**config.mk**
```make
export PLATFORM = sky130hd
export DESIGN_NAME = matrix_stream_loader
export DESIGN_NICKNAME = d
export VERILOG_FILES = /design/src/rtl/matrix_loader_pkg.sv /design/src/rtl/matrix_stream_loader_byte_assembler.sv /design/src/rtl/matrix_stream_loader.sv
export SDC_FILE = /design/constraint.sdc
export NUM_CORES = 1
export LEC_CHECK = 0
export CAP_MARGIN = 5
export CORE_MARGIN = 4
export CORE_UTILIZATION = 44
export CTS_BUF_LIST = sky130_fd_sc_hd__clkbuf_4 sky130_fd_sc_hd__clkbuf_8
export DETAILED_ROUTE_END_ITERATION = 12
export GPL_ROUTABILITY_DRIVEN = 0
export PLACE_DENSITY = 0.68
export SYNTH_ARGS = -nofsm -noshare
export SYNTH_HDL_FRONTEND = slang
export SYNTH_HIERARCHICAL = 1
export SYNTH_SLANG_ARGS = --single-unit
```
**constraint.sdc**
```tcl
create_clock -name clk -period 2.25 [get_ports clk]
set_clock_uncertainty 0.1 [all_clocks]
set_input_delay 0.5625 -clock clk [delete_from_list [all_inputs] [get_ports clk]]
set_output_delay 0.5625 -clock clk [all_outputs]
set_load 0.05 [all_outputs]
```
**src/rtl/matrix_loader_pkg.sv**
```systemverilog
// Shared types and helpers for the RMII matrix stream loader.
// Holds the FSM state encoding, RMII symbol constants and width helper.
package matrix_loader_pkg;

    typedef enum logic [1:0] {
        IDLE,
        HEADER,
        PAYLOAD,
        DRAIN
    } state_t;

    localparam logic [1:0] PREAMBLE_DIBIT = 2'b10;
    localparam logic [1:0] SFD_DIBIT      = 2'b11;

    // $clog2 clamped so single-entry ranges still get a 1-bit field
    function automatic int clog2_min1(input int v);
        return (v <= 2) ? 1 : $clog2(v);
    endfunction

endpackage

```
**src/rtl/matrix_stream_loader_byte_assembler.sv**
```systemverilog
// Packs four RMII dibits (MSB first) into a byte.
// The completed byte is presented combinationally with its last dibit.
module rmii_byte_assembler (
    input  logic       clk,
    input  logic       rst,
    input  logic       crsdv,
    input  logic [1:0] rxd,
    input  logic       clear,
    output logic [7:0] rx_byte,
    output logic       byte_valid
);

    logic [5:0] shift;
    logic [1:0] count;

    // Shift in dibits; idle carrier or an explicit clear restarts alignment
    always_ff @(posedge clk or negedge rst) begin
        if (!rst) begin
            shift <= '0;
            count <= '0;
        end else if (clear || !crsdv) begin
            count <= '0;
        end else begin
            shift <= {shift[3:0], rxd};
            count <= count + 2'd1;
        end
    end

    assign rx_byte    = {shift, rxd};
    assign byte_valid = crsdv && !clear && (count == 2'd3);

endmodule

```
**src/rtl/matrix_stream_loader.sv**
```systemverilog
// RMII receive loader: finds preamble/SFD, reads a matrix-select header
// and writes the payload row-major into one of several matrix buffers.
module matrix_stream_loader
    import matrix_loader_pkg::*;
#(
    parameter int ELEM_WIDTH   = 16,
    parameter int ROWS         = 4,
    parameter int COLS         = 4,
    parameter int NUM_MATRICES = 2,
    parameter int PREAMBLE_MIN = 28
) (
    input  logic                                  clk,
    input  logic                                  rst,
    input  logic                                  crsdv,
    input  logic [1:0]                            rxd,
    output logic                                  wr_en,
    output logic [clog2_min1(NUM_MATRICES)-1:0]   wr_sel,
    output logic [clog2_min1(ROWS*COLS)-1:0]      wr_addr,
    output logic [ELEM_WIDTH-1:0]                 wr_data,
    output logic                                  done,
    output logic [clog2_min1(NUM_MATRICES)-1:0]   done_sel,
    output logic                                  err
);

    localparam int SW  = clog2_min1(NUM_MATRICES);
    localparam int AW  = clog2_min1(ROWS*COLS);
    localparam int BPE = ELEM_WIDTH / 8;
    localparam int BW  = clog2_min1(BPE);
    localparam int PW  = $clog2(PREAMBLE_MIN + 1);

    localparam logic [AW-1:0] LAST_ADDR = AW'(ROWS*COLS - 1);
    localparam logic [BW-1:0] LAST_BYTE = BW'(BPE - 1);
    localparam logic [PW-1:0] PRE_MAX   = PW'(PREAMBLE_MIN);

    state_t                  state, state_n;
    logic [PW-1:0]           pcnt, pcnt_n;
    logic [BW-1:0]           bcnt, bcnt_n;
    logic [AW-1:0]           addr, addr_n;
    logic [ELEM_WIDTH-1:0]   elem, elem_n;
    logic [SW-1:0]           sel, sel_n;
    logic                    wen_n, done_n, err_n;
    logic [7:0]              rx_byte;
    logic                    byte_valid;
    logic                    asm_clear;

    // Byte alignment only matters while a frame is being parsed
    assign asm_clear = (state == IDLE) || (state == DRAIN);

    rmii_byte_assembler u_asm (
        .clk        (clk),
        .rst        (rst),
        .crsdv      (crsdv),
        .rxd        (rxd),
        .clear      (asm_clear),
        .rx_byte    (rx_byte),
        .byte_valid (byte_valid)
    );

    // FSM state and datapath counters
    always_ff @(posedge clk or negedge rst) begin
        if (!rst) begin
            state <= IDLE;
            pcnt  <= '0;
            bcnt  <= '0;
            addr  <= '0;
            elem  <= '0;
            sel   <= '0;
        end else begin
            state <= state_n;
            pcnt  <= pcnt_n;
            bcnt  <= bcnt_n;
            addr  <= addr_n;
            elem  <= elem_n;
            sel   <= sel_n;
        end
    end

    // Next-state logic and the strobes to be registered onto the outputs
    always_comb begin
        state_n = state;
        pcnt_n  = pcnt;
        bcnt_n  = bcnt;
        addr_n  = addr;
        elem_n  = elem;
        sel_n   = sel;
        wen_n   = 1'b0;
        done_n  = 1'b0;
        err_n   = 1'b0;
        unique case (state)
            IDLE: begin
                if (crsdv && rxd == PREAMBLE_DIBIT) begin
                    pcnt_n = (pcnt == PRE_MAX) ? pcnt : pcnt + 1'b1;
                end else if (crsdv && rxd == SFD_DIBIT && pcnt == PRE_MAX) begin
                    state_n = HEADER;
                    pcnt_n  = '0;
                    bcnt_n  = '0;
                    addr_n  = '0;
                end else begin
                    pcnt_n = '0;
                end
            end
            HEADER: begin
                if (!crsdv) begin
                    err_n   = 1'b1;
                    state_n = IDLE;
                end else if (byte_valid) begin
                    if (int'(rx_byte) < NUM_MATRICES) begin
                        sel_n   = SW'(rx_byte);
                        state_n = PAYLOAD;
                    end else begin
                        err_n   = 1'b1;
                        state_n = DRAIN;
                    end
                end
            end
            PAYLOAD: begin
                if (!crsdv) begin
                    err_n   = 1'b1;
                    state_n = IDLE;
                end else if (byte_valid) begin
                    elem_n = ELEM_WIDTH'({elem, rx_byte});
                    if (bcnt == LAST_BYTE) begin
                        bcnt_n = '0;
                        wen_n  = 1'b1;
                        if (addr == LAST_ADDR) begin
                            done_n  = 1'b1;
                            state_n = DRAIN;
                        end else begin
                            addr_n = addr + 1'b1;
                        end
                    end else begin
                        bcnt_n = bcnt + 1'b1;
                    end
                end
            end
            DRAIN: begin
                if (!crsdv) state_n = IDLE;
            end
            default: state_n = IDLE;
        endcase
    end

    // Registered write port and status pulses; address/data/select hold
    always_ff @(posedge clk or negedge rst) begin
        if (!rst) begin
            wr_en    <= 1'b0;
            done     <= 1'b0;
            err      <= 1'b0;
            wr_sel   <= '0;
            wr_addr  <= '0;
            wr_data  <= '0;
            done_sel <= '0;
        end else begin
            wr_en <= wen_n;
            done  <= done_n;
            err   <= err_n;
            if (wen_n) begin
                wr_sel  <= sel;
                wr_addr <= addr;
                wr_data <= elem_n;
            end
            if (done_n) done_sel <= sel;
        end
    end

endmodule

```
==> summary.md, run 1 <==
| Metric | Value |
|---|---|
| Status | `finished, final reports clean` |
| Post-DP HPWL | `3.33 mm` |
| Worst setup EP type | `output port` |
| Pre-Repair DR Iteration Count | `4` |
| CTS tree | `yes` |
| Vias | `roughly 1,800` |
| Initial antenna violation count | `0` |
| CP Cell Sequence | `clkdlybuf4s50_1` |
| Max_cap viols | `0` |
| Worst R2R Setup Slack | `0.14 ns` |
| Synth area leader | `dfrtp_1` |
| Dpl ws | `-0.144 ns` |
| Sink Count | `between 50 and 60` |
| Cell count after synthesis | `~240` |
| Setup TNS | `0 ns` |
| Slew margin rel. | `~67%` |
| # rows | `26` |
| CP max stage delay | `just over 0.8 ns` |
| # port buffers | `29` |
| Num CTS Buffers | `5` |
| Mapped Area | `about 2400 sq um` |
| Yosys warnings | `6` |
| CP max stage cell | `clkdlybuf4s50_1` |
| Final Setup Violations | `0` |
| Tightest Pin Transition | `roughly 0.50 ns` |
| Root buf cell | `clkbuf_8` |
| VDD IR max | `0.577 mV` |
| Final WL | `4.69 mm` |
| Worst Path Arrival | `1.48 ns` |
| Syn_nets | `248` |
| Cells taking the most area after synthesis | `dfrtp_1, nand2_1, mux2_2, ha_1, mux2_4` |
| Antenna viol nets, final | `0` |
| Crit path from | `wr_data[0]` |
| Wire per inst | `roughly 13 microns` |
| I/O pins | `30` |
| Largest net degree at the start of global routing | `between 50 and 60` |
| Hold WC Path Type | `input pin to asynchronous set/reset pin` |
| Via/cell ratio | `5.01` |
| P_leak | `0.00152 uW` |
| Synth top area share | `about 55%` |
| Reg2Reg Launch Point | `state[0]` |
| Final Hold Vio Count | `0` |
| Worst hold margin | `roughly 0.13 ns` |
| Die area | `6800 sq um` |
| FMAX | `0.466 GHz` |
| Number of diodes | `0` |
| DRT iter0 DRCs | `between 100 and 150` |
| Clock Latency Late Sink | `0.31 ns` |
| H-tree depth | `2` |
| Average cell area after synthesis | `10.4 sq um` |
| DRC | `0` |
| # fillers | `470` |
| Yosys cell types | `37` |
| #FFs+latches synth | `between 50 and 60` |
| Min cycle time layout | `2.15 ns` |
| Core Area | `5240 sq um` |
| Vias in the first global route | `1,738` |
| Fin nets | `297` |
| Growth of design area from synthesis to finish | `25.2%` |
| Max Slew Vio Count | `0` |
| Worst setup margin | `~0.10 ns` |
| First-pass GRT wire length | `8.37 mm` |
| WS Path Type | `flip-flop to output port` |
| Worst Path Required | `1.59 ns` |
| Die H | `82.5 microns` |
| Startpoint Class | `flip-flop` |
| Final worst path period share | `95.4%` |
| Cell family with most CP delay | `buffers and inverters` |
| Worst Path Buf+Inv | `1` |
| Global route overflow | `0` |
| Worst-path clk slew | `0.10 ns` |
| Max clock buf depth | `2` |
| Crit path max fanout | `2` |
| GRT Overall Usage | `roughly 16%` |
| Initial cell density of the core | `46.6%` |
| Layout cells sized above 1 | `18.9%` |
| Die Wd | `82.5 microns` |
| Post_cts resized | `0` |
| Sequential share of the synthesized area | `a little under three fifths` |
| PwrDens | `819 nW/um^2` |
-- synthesized netlist by cell type (all sizes together) --
library cell and instances:
o31ai 2, a221oi 1, nand3 9, buf 7
nor4 1, and2 1, and3 3, o211ai 1
nor4b 1, clkbuf 4, nand3b 1, nand4 4
a21oi 8, o21bai 1, ha 8, dfrtp 54
inv 13, nand2 69, a32oi 1, o22a 1
o21ai 10, a31oi 2, nand2b 2, mux2 17
o221ai 1, a211oi 1, a41oi 1, nor2 8
or4 1, o21a 1, mux2i 1
-- metal layers --
layer | part of all wire, % | routed length, microns | vias to the layer above | global-route usage (%)
met5 | 0 | 0 | - | 0
met4 | 1.5 | 72 | 0 | 5.65
met3 | 4.0 | 190 | 7 | 3.58
met2 | 44 | 2080 | 35 | 24.0
met1 | 50 | 2350 | 853 | 23.3
li1 | - | - | 882 | -
-- final timing paths --
| kind | cells after the start | to |
|---|---|---|
| min | 2 | wr_data[12] |
| max reg2reg | 9 | state[0] |
| min reg2reg | 1 | u_asm/count[0] |
| min in group clk | 1 | u_asm/count[0] |
| max in group asynchronous | 2 | wr_data[1] |
| max | 1 | wr_data[0] |
-- power by group --
group          internal [uW]  total (uW)  switching (uW)
Combinational            381         718             336
Clock                    254         589             335
Sequential              1080        1200             123
Total                   1710        2500             794
-- logic make-up after synthesis --
kind of cell,share of synthesized area (%)
adder cells (fa/ha/maj),4.10
flip-flops,55.4
buffers and inverters,4.51
multiplexers,9.17
AND/OR/NAND/NOR,18.8
AO/OA/AOI/OAI,8.05
-- cells in the final DEF (no fill, tap or decap), drive strengths merged, types with 3 or more instances in the layout --
master / instances
nand2: 69
dfrtp: 54
clkdlybuf4s50: 28
buf: 25
mux2: 17
inv: 14
o21ai: 10
nand3: 9
nor2: 8
a21oi: 8
ha: 8
clkbuf: 6
nand4: 4
and3: 3
-- state kept, by name (all words and copies together) (netlist names), 2 cells and up --
register and cells:
addr 4, elem 8, pcnt 5, state 2
u_asm/count 2, u_asm/shift 6, wr_addr 4, wr_data 16
-- final cells by class --
class                      instances  area, sq um  area share (%)
inverter                          13         48.8            1.60
tap                               70         87.6            2.87
sequential                        54         1350            44.2
timing repair buffer              53          490            16.0
clock buffer                       6         82.6            2.70
clock inverter                     2         16.3           0.532
multi-input combinational        157          980            32.1
-- repair_timing --
| item | CTS | global route |
|---|---|---|
| endpoints found under the hold margin | 0 | 0 |
| endpoints found under the setup margin | 0 | 26 |
| buffers inserted | 0 | 4 |
| hold buffers | 0 | 0 |
-- metrics by stage --
step                util [%]  area [sq um]  cells  total power (uW)
global route            58.4          3060    355              2670
detailed placement      55.9          2930    343              1920
finish                  58.4          3060    355              2500
CTS                     57.8          3030    351              2500
floorplan                  -          2440    235              1690
global placement        55.9          2930    343              1900
Power figures use the tool's default switching activity.
==> run 2, diff against run 1 <==
Settings changed: GPL_TIMING_DRIVEN set to 0.
==> run 2 against run 1 <==
Non-clock buffer count down 5. Sequential share of layout area up 0.24 points. Count of clock-buffer cells in the layout unchanged. Maximum frequency down 0.96%. Global-route usage up 0.089 points. Worst hold slack worse by 0.085 ns. Routed wire length down 0.47%. Clock power down 3%. Cell count down 1.4%. Via count down 2.0%. Combinational power down 1%. Core utilization down 0.31 points. Critical path type is now input pin to flip-flop. Critical endpoint is now state[0]. Largest power group unchanged. Highest routed layer unchanged.
==> summary.md, run 2 (synthesis gave the netlist of run 1 again) <==
| Metric | Value |
|---|---|
| Status | `finished, final reports clean` |
| Cell family with most CP delay | `buffers and inverters` |
| Worst Path Arrival | `2.27 ns (+0.79 ns)` |
| Crit path max fanout | `10 (+8)` |
| Fin nets | `292 (-1.7%)` |
| PwrDens | `813 nW/um^2 (-0.83%)` |
| H-tree depth | `2 (unchanged)` |
| Final worst path period share | `96.3% (+0.92 points)` |
| Worst setup EP type | `flip-flop` |
| Max Slew Vio Count | `0 (unchanged)` |
| DRC | `0 (unchanged)` |
| Setup TNS | `0 ns (unchanged)` |
| Startpoint Class | `input pin` |
| Antenna viol nets, final | `0 (unchanged)` |
| Post-layout util | `58.1% (-0.31 points)` |
| Initial antenna violation count | `0 (unchanged)` |
| Regs by FF count | `wr_data x16, elem x8, u_asm/shift x6` |
| Die area | `6800 sq um (unchanged)` |
| Hold Buf Count CTS | `0 (unchanged)` |
| P_leak | `0.00149 uW (-1.9%)` |
| Sink Count | `54 (unchanged)` |
| First-pass GRT wire length | `8.32 mm (-0.57%)` |
| Number of diodes | `0 (unchanged)` |
| Pre-Repair DR Iteration Count | `4 (unchanged)` |
| Via/cell ratio | `4.98 (-0.57%)` |
| CP max stage cell | `clkdlybuf4s50_1` |
| Num CTS Buffers | `5 (unchanged)` |
| Vias in the first global route | `1,763 (+1.4%)` |
| DRT iter0 DRCs | `115 (+6.5%)` |
| Max_cap viols | `0 (unchanged)` |
| Final Hold Vio Count | `0 (unchanged)` |
| I/O pins | `30 (unchanged)` |
| CP Cell Sequence | `clkdlybuf4s50_1 > buf_4 > nand3_1 > o21a_1 > a211oi_2 > mux2_2` |
| Post-DP HPWL | `3.21 mm (-3.6%)` |
| Tightest Pin Transition | `0.527 ns (+0.0291 ns)` |
| Inst Count DP | `335 (-2.3%)` |
| GRT Overall Usage | `16.2% (+0.089 points)` |
| Area of the multi-input gates | `1020 sq um (+3.7%)` |
| Final Setup Violations | `0 (unchanged)` |
| Final WL | `4.67 mm (-0.47%)` |
| Wire per inst | `13.3 microns (+0.95%)` |
| Max FFs per register | `16 (unchanged)` |
| Power, Total | `2470 uW (-1.4%)` |
| FMAX | `0.461 GHz (-0.96%)` |
| Die H | `82.5 microns (unchanged)` |
| Die Wd | `82.5 microns (unchanged)` |
| Worst hold margin | `0.0398 ns (-0.0853 ns)` |
| Global route overflow | `0 (unchanged)` |
| CTS tree | `yes` |
| CP max stage delay | `0.52 ns (-0.29 ns)` |
| Min cycle time layout | `2.17 ns (+0.0207 ns)` |
| Growth of design area from synthesis to finish | `24.6%` |
| Layout cells sized above 1 | `18.9% (about the same)` |
| Core Area | `5240 sq um (unchanged)` |
| Worst Path Buf+Inv | `2 (+1)` |
| Seq. cell area | `1350 sq um (unchanged)` |
| Root buf cell | `clkbuf_8` |
| Finished Layout Cells | `350 (-1.4%)` |
| Leading cell type in the layout, fill and taps excluded | `nand2_1` |
| Vias | `1,742 (-2.0%)` |
| WS Path Type | `input pin to flip-flop` |
| Worst-path clk slew | `0.10 ns (about the same)` |
| Largest net degree at the start of global routing | `42 (-24%)` |
| # port buffers | `29 (unchanged)` |
| Reg with most FFs | `wr_data` |
| Worst Path Required | `2.36 ns (+0.77 ns)` |
| RSZ-0062 raised after global routing | `no` |
| # fillers | `450 (-4.3%)` |
| Max clock buf depth | `2 (unchanged)` |
| Slew margin rel. | `64.9% (-1.8 points)` |
| # rows | `26 (unchanged)` |
| Clock Latency Late Sink | `0.31 ns (about the same)` |
| Hold WC Path Type | `input pin to asynchronous set/reset pin` |
| Initial cell density of the core | `46.6% (unchanged)` |
| Most frequent cells in the layout | `nand2_1, dfrtp_1, clkdlybuf4s50_1` |
| VDD IR max | `0.552 mV (-4.2%)` |
==> run 2: cell types whose count changed in the layout (fill, tap and decap cells not counted), sizes merged <==
cell,change
buf,-7
clkbuf,+2
clkdlybuf4s50,-1
dlygate4sd2,+1
==> run 2: final timing paths <==
check / startpoint / endpoint / slack, ns / depth (start not counted)
setup / recovery: crsdv / state[0] / 0.08 / 6
hold / removal: rst / wr_data[4] / 0.04 / 1
max in group asynchronous: rst / bcnt / 1.49 / 2
setup reg to reg: state[0] / addr[1] / 0.17 / 11
min in group clk: u_asm/count[0] / u_asm/count[0] / 0.37 / 1
hold reg to reg: u_asm/count[0] / u_asm/count[0] / 0.37 / 1
==> run 2: cell type report <==
class                   count  area share (%)
plain buffers              10            2.30
clock buffers               6            2.72
clock inverters             2           0.535
inverters                  13            1.60
multi-input cells         157            33.4
flip-flops and latches     54            44.4
well taps                  70            2.88
repair buffers             38            12.1
==> run 2: report_power, final <==
group          internal, uW  switching, uW
Combinational           352            356
Sequential             1080            117
Clock                   254            316
Total                  1680            789
==> run 2: routing by layer <==
metal	part of all wire [%]	vias up	GRT usage [%]	routed length [microns]
li1	-	876	-	-
met1	50	827	23.5	2350
met2	45	33	24.0	2080
met3	4.0	6	3.15	186
met4	1.1	0	6.48	53
met5	0	-	0	0
==> run 2: through the flow <==
stage | setup slack (ns) | instance area [sq um]
2_1_floorplan | 0.0149 | 2440
3_3_place_gp | -1.13 | 2820
3_5_place_dp | -0.633 | 2830
4_1_cts | 0.00696 | 2970
5_1_grt | 0.0217 | 3040
6_report | 0.0823 | 3040
==> run 2: timing repair <==
action                                  in CTS  in global routing
buffers inserted                             3                  5
endpoints found under the setup margin      28                 27
pin swaps                                    1                  4
resized for setup                            7                 17
==> run 3, diff against run 2 <==
Settings changed: GPL_ROUTABILITY_DRIVEN 0 to not set.
==> results of run 3 <==
Final layout, timing and power as in run 2 (identical DEF).
